==> src/rtl/elevator_ctrl.sv <==
// Elevator car controller: latches floor requests and runs collective (SCAN) scheduling with hop and door timing.
// Requests act on the edge they are sampled; each hop takes TRAVEL_CYCLES, each stop holds the door DOOR_CYCLES.
module elevator_ctrl #(
  parameter int NUM_FLOORS    = 8,
  parameter int TRAVEL_CYCLES = 4,
  parameter int DOOR_CYCLES   = 3
) (
  input  logic                  clk,
  input  logic                  rst_n,
  input  logic [NUM_FLOORS-1:0] req,
  input  logic [2:0]            next_floor,
  output logic [2:0]            floor,
  output logic                  mux_sig,
  output logic                  moving,
  output logic                  door_open,
  output logic [NUM_FLOORS-1:0] pending
);

  localparam int TW = (TRAVEL_CYCLES > 1) ? $clog2(TRAVEL_CYCLES) : 1;
  localparam int DW = (DOOR_CYCLES > 1) ? $clog2(DOOR_CYCLES) : 1;
  localparam logic [TW-1:0] TRAVEL_LOAD = TW'(TRAVEL_CYCLES - 1);
  localparam logic [DW-1:0] DOOR_LOAD   = DW'(DOOR_CYCLES - 1);

  typedef enum logic [1:0] {
    IDLE = 2'd0,
    MOVE = 2'd1,
    DOOR = 2'd2
  } state_t;

  state_t                  state_q, state_d;
  logic [2:0]              floor_q, floor_d;
  logic                    dir_q, dir_d;
  logic [TW-1:0]           travel_tmr_q, travel_tmr_d;
  logic [DW-1:0]           door_tmr_q, door_tmr_d;
  logic [NUM_FLOORS-1:0]   pending_q, pending_d;

  logic [NUM_FLOORS-1:0]   cur_oh, nxt_oh, req_m, eff, clr;
  logic                    hit_cur, hit_nxt;
  logic                    above_cur, below_cur, above_nxt, below_nxt;

  function automatic logic [NUM_FLOORS-1:0] onehot(input logic [2:0] f);
    logic [NUM_FLOORS-1:0] v;
    v = '0;
    for (int i = 0; i < NUM_FLOORS; i++) begin
      if (3'(i) == f) v[i] = 1'b1;
    end
    return v;
  endfunction

  function automatic logic [NUM_FLOORS-1:0] above_mask(input logic [2:0] f);
    logic [NUM_FLOORS-1:0] v;
    v = '0;
    for (int i = 0; i < NUM_FLOORS; i++) begin
      if (3'(i) > f) v[i] = 1'b1;
    end
    return v;
  endfunction

  function automatic logic [NUM_FLOORS-1:0] below_mask(input logic [2:0] f);
    logic [NUM_FLOORS-1:0] v;
    v = '0;
    for (int i = 0; i < NUM_FLOORS; i++) begin
      if (3'(i) < f) v[i] = 1'b1;
    end
    return v;
  endfunction

  // A call for the floor whose door is already open is satisfied by that stop.
  assign cur_oh    = onehot(floor_q);
  assign nxt_oh    = onehot(next_floor);
  assign req_m     = (state_q == DOOR) ? (req & ~cur_oh) : req;
  assign eff       = pending_q | req_m;

  assign hit_cur   = |(eff & cur_oh);
  assign hit_nxt   = |(eff & nxt_oh);
  assign above_cur = |(eff & above_mask(floor_q));
  assign below_cur = |(eff & below_mask(floor_q));
  assign above_nxt = |(eff & above_mask(next_floor));
  assign below_nxt = |(eff & below_mask(next_floor));

  always_ff @(posedge clk or negedge rst_n) begin
    if (!rst_n) begin
      state_q      <= IDLE;
      floor_q      <= 3'd0;
      dir_q        <= 1'b1;
      travel_tmr_q <= '0;
      door_tmr_q   <= '0;
      pending_q    <= '0;
    end else begin
      state_q      <= state_d;
      floor_q      <= floor_d;
      dir_q        <= dir_d;
      travel_tmr_q <= travel_tmr_d;
      door_tmr_q   <= door_tmr_d;
      pending_q    <= pending_d;
    end
  end

  always_comb begin
    state_d      = state_q;
    floor_d      = floor_q;
    dir_d        = dir_q;
    travel_tmr_d = travel_tmr_q;
    door_tmr_d   = door_tmr_q;
    clr          = '0;

    case (state_q)
      IDLE: begin
        // Keep sweeping the current way while work remains there, else reverse.
        if (hit_cur) begin
          state_d    = DOOR;
          door_tmr_d = DOOR_LOAD;
          clr        = cur_oh;
        end else if (dir_q && above_cur) begin
          state_d      = MOVE;
          travel_tmr_d = TRAVEL_LOAD;
        end else if (!dir_q && below_cur) begin
          state_d      = MOVE;
          travel_tmr_d = TRAVEL_LOAD;
        end else if (above_cur) begin
          state_d      = MOVE;
          dir_d        = 1'b1;
          travel_tmr_d = TRAVEL_LOAD;
        end else if (below_cur) begin
          state_d      = MOVE;
          dir_d        = 1'b0;
          travel_tmr_d = TRAVEL_LOAD;
        end
      end

      MOVE: begin
        if (travel_tmr_q != '0) begin
          travel_tmr_d = travel_tmr_q - 1'b1;
        end else begin
          floor_d = next_floor;
          if (hit_nxt) begin
            state_d    = DOOR;
            door_tmr_d = DOOR_LOAD;
            clr        = nxt_oh;
          end else if (dir_q ? above_nxt : below_nxt) begin
            travel_tmr_d = TRAVEL_LOAD;
          end else begin
            state_d = IDLE;
          end
        end
      end

      DOOR: begin
        if (door_tmr_q != '0) begin
          door_tmr_d = door_tmr_q - 1'b1;
        end else begin
          state_d = IDLE;
        end
      end

      default: state_d = IDLE;
    endcase

    pending_d = eff & ~clr;
  end

  assign floor     = floor_q;
  assign mux_sig   = dir_q;
  assign moving    = (state_q == MOVE);
  assign door_open = (state_q == DOOR);
  assign pending   = pending_q;

  a_floor_range: assert property (@(posedge clk) disable iff (!rst_n)
    int'(floor_q) < NUM_FLOORS);
  a_dir_held_in_move: assert property (@(posedge clk) disable iff (!rst_n)
    (state_q == MOVE) |-> (dir_d == dir_q));

endmodule

==> config.mk <==
export PLATFORM = sky130hd
export DESIGN_NAME = elevator_ctrl
export DESIGN_NICKNAME = d
export VERILOG_FILES = /design/src/rtl/elevator_ctrl.sv
export SDC_FILE = /design/constraint.sdc
export NUM_CORES = 1
export LEC_CHECK = 0
export ABC_AREA = 1
export ABC_CLOCK_PERIOD_IN_PS = 2700
export BUFFER_PORTS_ARGS = -buffer_cell sky130_fd_sc_hd__buf_2
export CAP_MARGIN = 20
export CORE_MARGIN = 4
export CORE_UTILIZATION = 25
export DETAILED_ROUTE_END_ITERATION = 8
export HOLD_SLACK_MARGIN = 0.03
export SYNTH_ARGS = -nofsm -noshare
export SYNTH_HDL_FRONTEND = slang
export SYNTH_SLANG_ARGS = --single-unit
==> constraint.sdc <==
create_clock -name clk -period 2.7 [get_ports clk]
set_input_delay 0.135 -clock clk [delete_from_list [all_inputs] [get_ports clk]]
set_output_delay 0.135 -clock clk [all_outputs]
set_load 0.05 [all_outputs]
### Word level (Yosys, flattened, before mapping)

Index checks and enable logic that the tools add are counted.

* bitwise gates (word level): 15
* mux-type cells: 80
* add/subtract/negate cells: 2
* eq/ne operators: 27
* $lt $le $gt $ge: 32
* reductions and logical operators: 22

Operator list (count)
* $and A8 B8 Y8: 8
* $mux W1: 51
* $reduce_or A8 Y1: 6
* $mux W2: 21
* $mux W8: 4
* $eq A3 B3 Y1 const A: 8
* $gt A3 B3 Y1 const A: 8
* $lt A3 B3 Y1 const A: 8
* $not A8 Y8: 2
* $pmux W8 S2: 1
* $reduce_and A5 Y1: 3
* $eq A2 B3 Y1 const A: 4
* $gt A1 B3 Y1 const A: 4
* $gt A2 B3 Y1 const A: 4
* $lt A1 B3 Y1 const A: 4
* $lt A2 B3 Y1 const A: 4
* $pmux W2 S3: 2
* $ne A2 B2 Y1 const B: 4
* $or A8 B8 Y8: 1
* $reduce_bool A2 Y1: 4
* $eq A1 B3 Y1 const A: 2
* $logic_not A3 Y1: 2
* $ne A6 B6 Y1 const B: 1
* $ne A5 B5 Y1 const B: 1
* other kinds (15): 21

* register bits after elaboration: 18
* word-level logic and storage cells: 184

### Longest topological paths before layout

* depth after elaboration: 14
* gate-level depth with buffers: 16
* mapped depth without buffers: 15

### Worst setup path after synthesis

Ideal clock, no wire load.

* kind: flip-flop to flip-flop
* start point: reg state_q[0]
* end point: reg travel_tmr_q[1]
* arrival time: 2066 ps
* buffers on the path: 0
* period minus slack after synthesis: 2183 ps
* library setup time: 117 ps
* path slack: 517 ps
* cell stages (with the launch flop): 10
* cell sequence: dfrtp_1 > inv_1 > nor2_1 > inv_1 > nor2_2 > nand2_4 > nand2_4 > nor2_4 > nand4_1 > nand2_1

* elaborated cells between the ends (all ways): 31

RTL lines
* from (decl): RTL line 30 `state_t state_q, state_d;`
* from (signal assigned): RTL line 90 `state_q <= state_d;`
* $eq A2 B1 Y1 (*)
* via moving: RTL line 14 `output logic moving,`
* $ne A3 B1 Y1 (no line) (tied with other cells)
* $reduce_and A5 Y1 (no line)
* to (signal assigned): RTL line 93 `travel_tmr_q <= travel_tmr_d;`
* to (decl): RTL line 33 `logic [TW-1:0] travel_tmr_q, travel_tmr_d;`

The timed path passes the listed nets; every way through them passes the cells marked *. The select of a mux whose other input is x is not followed.
A chain may end at the register's enable or synchronous reset.

### Worst setup path in the final report

* start point: reg floor_q[2], in the netlist floor[2]
* end point: reg door_tmr_q[0]

* cells in the longest elaborated chain, start to end: 10
* elaborated cells between the ends (all ways): 27

Ends and longest elaborated chain
* from (decl): RTL line 31 `logic [2:0] floor_q, floor_d;`
* from (signal assigned): RTL line 91 `floor_q <= floor_d;`
* $eq A1 B3 Y1 (tied with other cells): RTL line 45 `if (3'(i) == f) v[i] = 1'b1;`
* $mux W1: RTL line 45
* $not A8 Y8: RTL line 71 `assign req_m = (state_q == DOOR) ? (req & ~cur_oh) : req;`
* $and A8 B8 Y8: RTL line 71
* $mux W8: RTL line 71
* $or A8 B8 Y8: RTL line 72 `assign eff = pending_q | req_m;`
* $and A8 B8 Y8 (on tied branches): RTL line 74, 75
* $reduce_or A8 Y1 (on tied branches): RTL line 74, 75
* $ne A2 B2 Y1 (no line) / $ne A2 B1 Y1 (equally long branches)
* $reduce_and A5 Y1 (no line) (*)
* to (signal assigned): RTL line 94 `door_tmr_q <= door_tmr_d;`
* to (decl): RTL line 34 `logic [DW-1:0] door_tmr_q, door_tmr_d;`

Mark *: on every way between the ends. The rest lies on a longest branch, timed or not.

==> out/qor.csv <==
metric;value;unit
outcome;completed;
Routed Antenna Nets;0;
Sink Count;18;
r2r startpoint;floor[2];
proportion of synthesized area in mux cells;0;%
Pleak;1.04;nW
Die W;88.3;um
fin crit period;2110;ps
drt initial violations;113;
fin cells;354;
# IOs;27;
RR Endpoint;door_tmr_q[0];
H-tree levels;1;
Reg2Reg Depth;12;
Cells after Synth;248;
crit path launch;floor[2];
vias in the first global route;1562;
sequential element share of the synthesized area;28.0;%
dpl cells;349;
die area;7800;um^2
hold crit path type;in2reg;
core area;6310;um^2
WP data required;2850;ps
synth warn;0;
clock skew;6.07;ps
Final Hold Viols;0;
#FFs+latches synth;18;
crit share post-route;78.1;%
largest net degree at the start of global routing;19;
PD cells;1160;nW/um^2
Root Driver;clkbuf_8;
Worst Setup End Kind;register;
Mapped Area;1610;um^2
min-delay src;req[7];
DIE HEIGHT;88.3;um
Vias/cell;4.58;
initial antenna violation count;0;
Final setup viols;0;
crit path DAT;2260;ps
Clock Path Buffers;2;
Crit Path Max Fanout;13;
crit path launch type;register;
Final nets;293;
first-pass GRT wire length;7450;um
CTS tree;yes;
syn_area_per_cell;6.50;um^2
Reg clk slew, reported paths;80;ps
fin worst setup slack;592;ps
Worst slew margin;67.8;%
clock latency on the worst-skew pair;260;ps
row count;29;
final-layout fill cell count;708;
Final Slew Violations;0;
I/O Buffers;26;
setup_tns;0;ps
Slew @ Worst Pin;482;ps
Synth Area in Simple Gates;49.0;%
Fin Hold WS;130;ps
GPL Wtd Cong;0.890;
Max-Cap Viols;0;
Post-Syn Nets;263;
initial core utilization;25.5;%
XOR/XNOR share of the synthesized area;0;%
Routed WL;4450;um
Setup crit end;door_tmr_q[0];
ANT cells;0;
global-route usage over all layers;12.1;%
layout cells sized above 1;26.4;%
total CTS buffers;3;
WS Path Type;reg2reg;
Place WS;637;ps
global route total overflow;0;
DPL Wire Length;3590;um
Synth Area in Compound Gates;9.39;%
DR WL/cell;12.6;um
DRC errors left;0;
Area growth syn-to-layout;16.7;%
f_max;474;MHz
main combinational cell family by area after synthesis;simple AND/OR/NAND/NOR gates;
post-synth cell types;28;
area share of fa/ha/maj cells after synthesis;1.55;%
drt pass-1 iters;4;
VDD IR max;555;uV
vias post-DR;1620;
r2r setup slk;590;ps
RSZ-0062 raised after global routing;false;
Post-CTS Resized;0;
[synth_stat cells, drive strengths merged]
master  number  area (um^2)
dfrtp       17          425
o211ai       2         15.0
o31ai        1         7.51
nor3         3         15.0
inv         45          169
nand4        3         18.8
clkinv       1         3.75
o21ai       11         58.8
nand3       24          150
o221ai       2         17.5
nor2        32          165
ha           2         25.0
nand2       94          440
a21oi        4         23.8
buf          2         22.5
dfstp        1         26.3
o22ai        2         12.5
a211oi       1         7.51
a221oi       1         8.76
[worst max-delay path, cell delays in order, from the launching register on]
cell	delay (ps)
dfrtp_1	550
nor2_2	270
nand3_1	110
nand2_1	90
nand2_1	130
nand2_1	120
nand2_1	50
nor2_1	170
nand3_1	150
nand3_1	150
inv_2	60
nand3_1	60
o21ai_1	60
[kinds of logic after synthesis]
group	count (synthesis)
simple gates	156
buf+inv	48
compound gates	24
flops	18
fa+ha+maj	2
[flip-flops by register name, indices dropped and copies added, names as in the netlist]
signal	cells
state_q	2
pending	8
door_tmr_q	2
mux_sig	1
travel_tmr_q	2
floor	3
[cells in the final DEF, fill, tap and decap left out]
| cell | netlist | layout |
|---|---|---|
| o21ai_2 | 1 | 1 |
| nand2_1 | 73 | 73 |
| buf_2 | 0 | 26 |
| o221ai_1 | 2 | 2 |
| nand3_2 | 6 | 6 |
| a211oi_1 | 1 | 1 |
| a21oi_1 | 3 | 3 |
| dfstp_2 | 1 | 1 |
| nor2_1 | 22 | 22 |
| inv_1 | 42 | 42 |
| nand2_2 | 14 | 14 |
| dfrtp_1 | 17 | 17 |
| o22ai_1 | 2 | 2 |
| o31ai_1 | 1 | 1 |
| nand2_4 | 7 | 7 |
| nand4_1 | 3 | 3 |
| nor2_2 | 6 | 6 |
| ha_1 | 2 | 2 |
| nand3_1 | 18 | 18 |
| dlygate4sd3_1 | 0 | 1 |
| a221oi_1 | 1 | 1 |
| nor2_4 | 4 | 4 |
| clkinv_1 | 1 | 1 |
| clkbuf_8 | 0 | 4 |
| o21ai_1 | 4 | 4 |
| o211ai_1 | 2 | 2 |
| nor3_1 | 3 | 3 |
| o21ai_0 | 6 | 6 |
| inv_2 | 3 | 3 |
| a21oi_2 | 1 | 1 |
[area by class of cell]
| type | count | area [um^2] | share of cell area, % |
|---|---|---|---|
| inverter | 46 | 173 | 9.18 |
| multi-input combinational | 182 | 966 | 51.3 |
| clock buffer | 4 | 55.1 | 2.93 |
| sequential | 18 | 452 | 24.0 |
| timing repair buffer | 27 | 140 | 7.45 |
| tap | 77 | 96.3 | 5.12 |
[metrics by stage]
stage	util (%)	power (W)	area [um^2]
finish	29.8	0.00219	1880
global route	29.8	0.00239	1880
CTS	29.8	0.00220	1880
detailed placement	28.8	0.00196	1820
global placement	28.8	0.00194	1820
floorplan	-	0.00167	1610
[worst min-delay path by stage]
| stage | end | slack [ps] | cells past startpoint |
|---|---|---|---|
| after CTS | pending[7] | 130 | 3 |
| final | pending[7] | 130 | 3 |
| after detailed placement | pending[2] | 100 | 1 |
| after global placement | pending[2] | 90 | 1 |
| after floorplan | door_tmr_q[0] | -160 | 0 |
| after global routing | pending[7] | 140 | 3 |
[what timing repair did]
action / 4_1_cts / 5_1_grt
endpoints found under the hold margin: 17 / 0
hold buffers: 1 / 0
setup buffers: 0 / 0
[report_power, final]
group	internal (W)	total (W)	switching [W]
sequential	0.000390	0.000527	0.000137
combinational	0.000392	0.00143	0.00104
clock	0.000130	0.000235	0.000105
total	0.000912	0.00219	0.00128
[per-layer routing]
| layer | vias up | global-route usage (%) | wire (um) |
|---|---|---|---|
| li1 | 831 | - | - |
| met4 | 0 | 5.08 | 127 |
| met5 | - | 0 | 0 |
| met3 | 13 | 3.17 | 291 |
| met1 | 732 | 15.1 | 1980 |
| met2 | 44 | 19.8 | 2050 |
(Power assumes the default switching activity.)
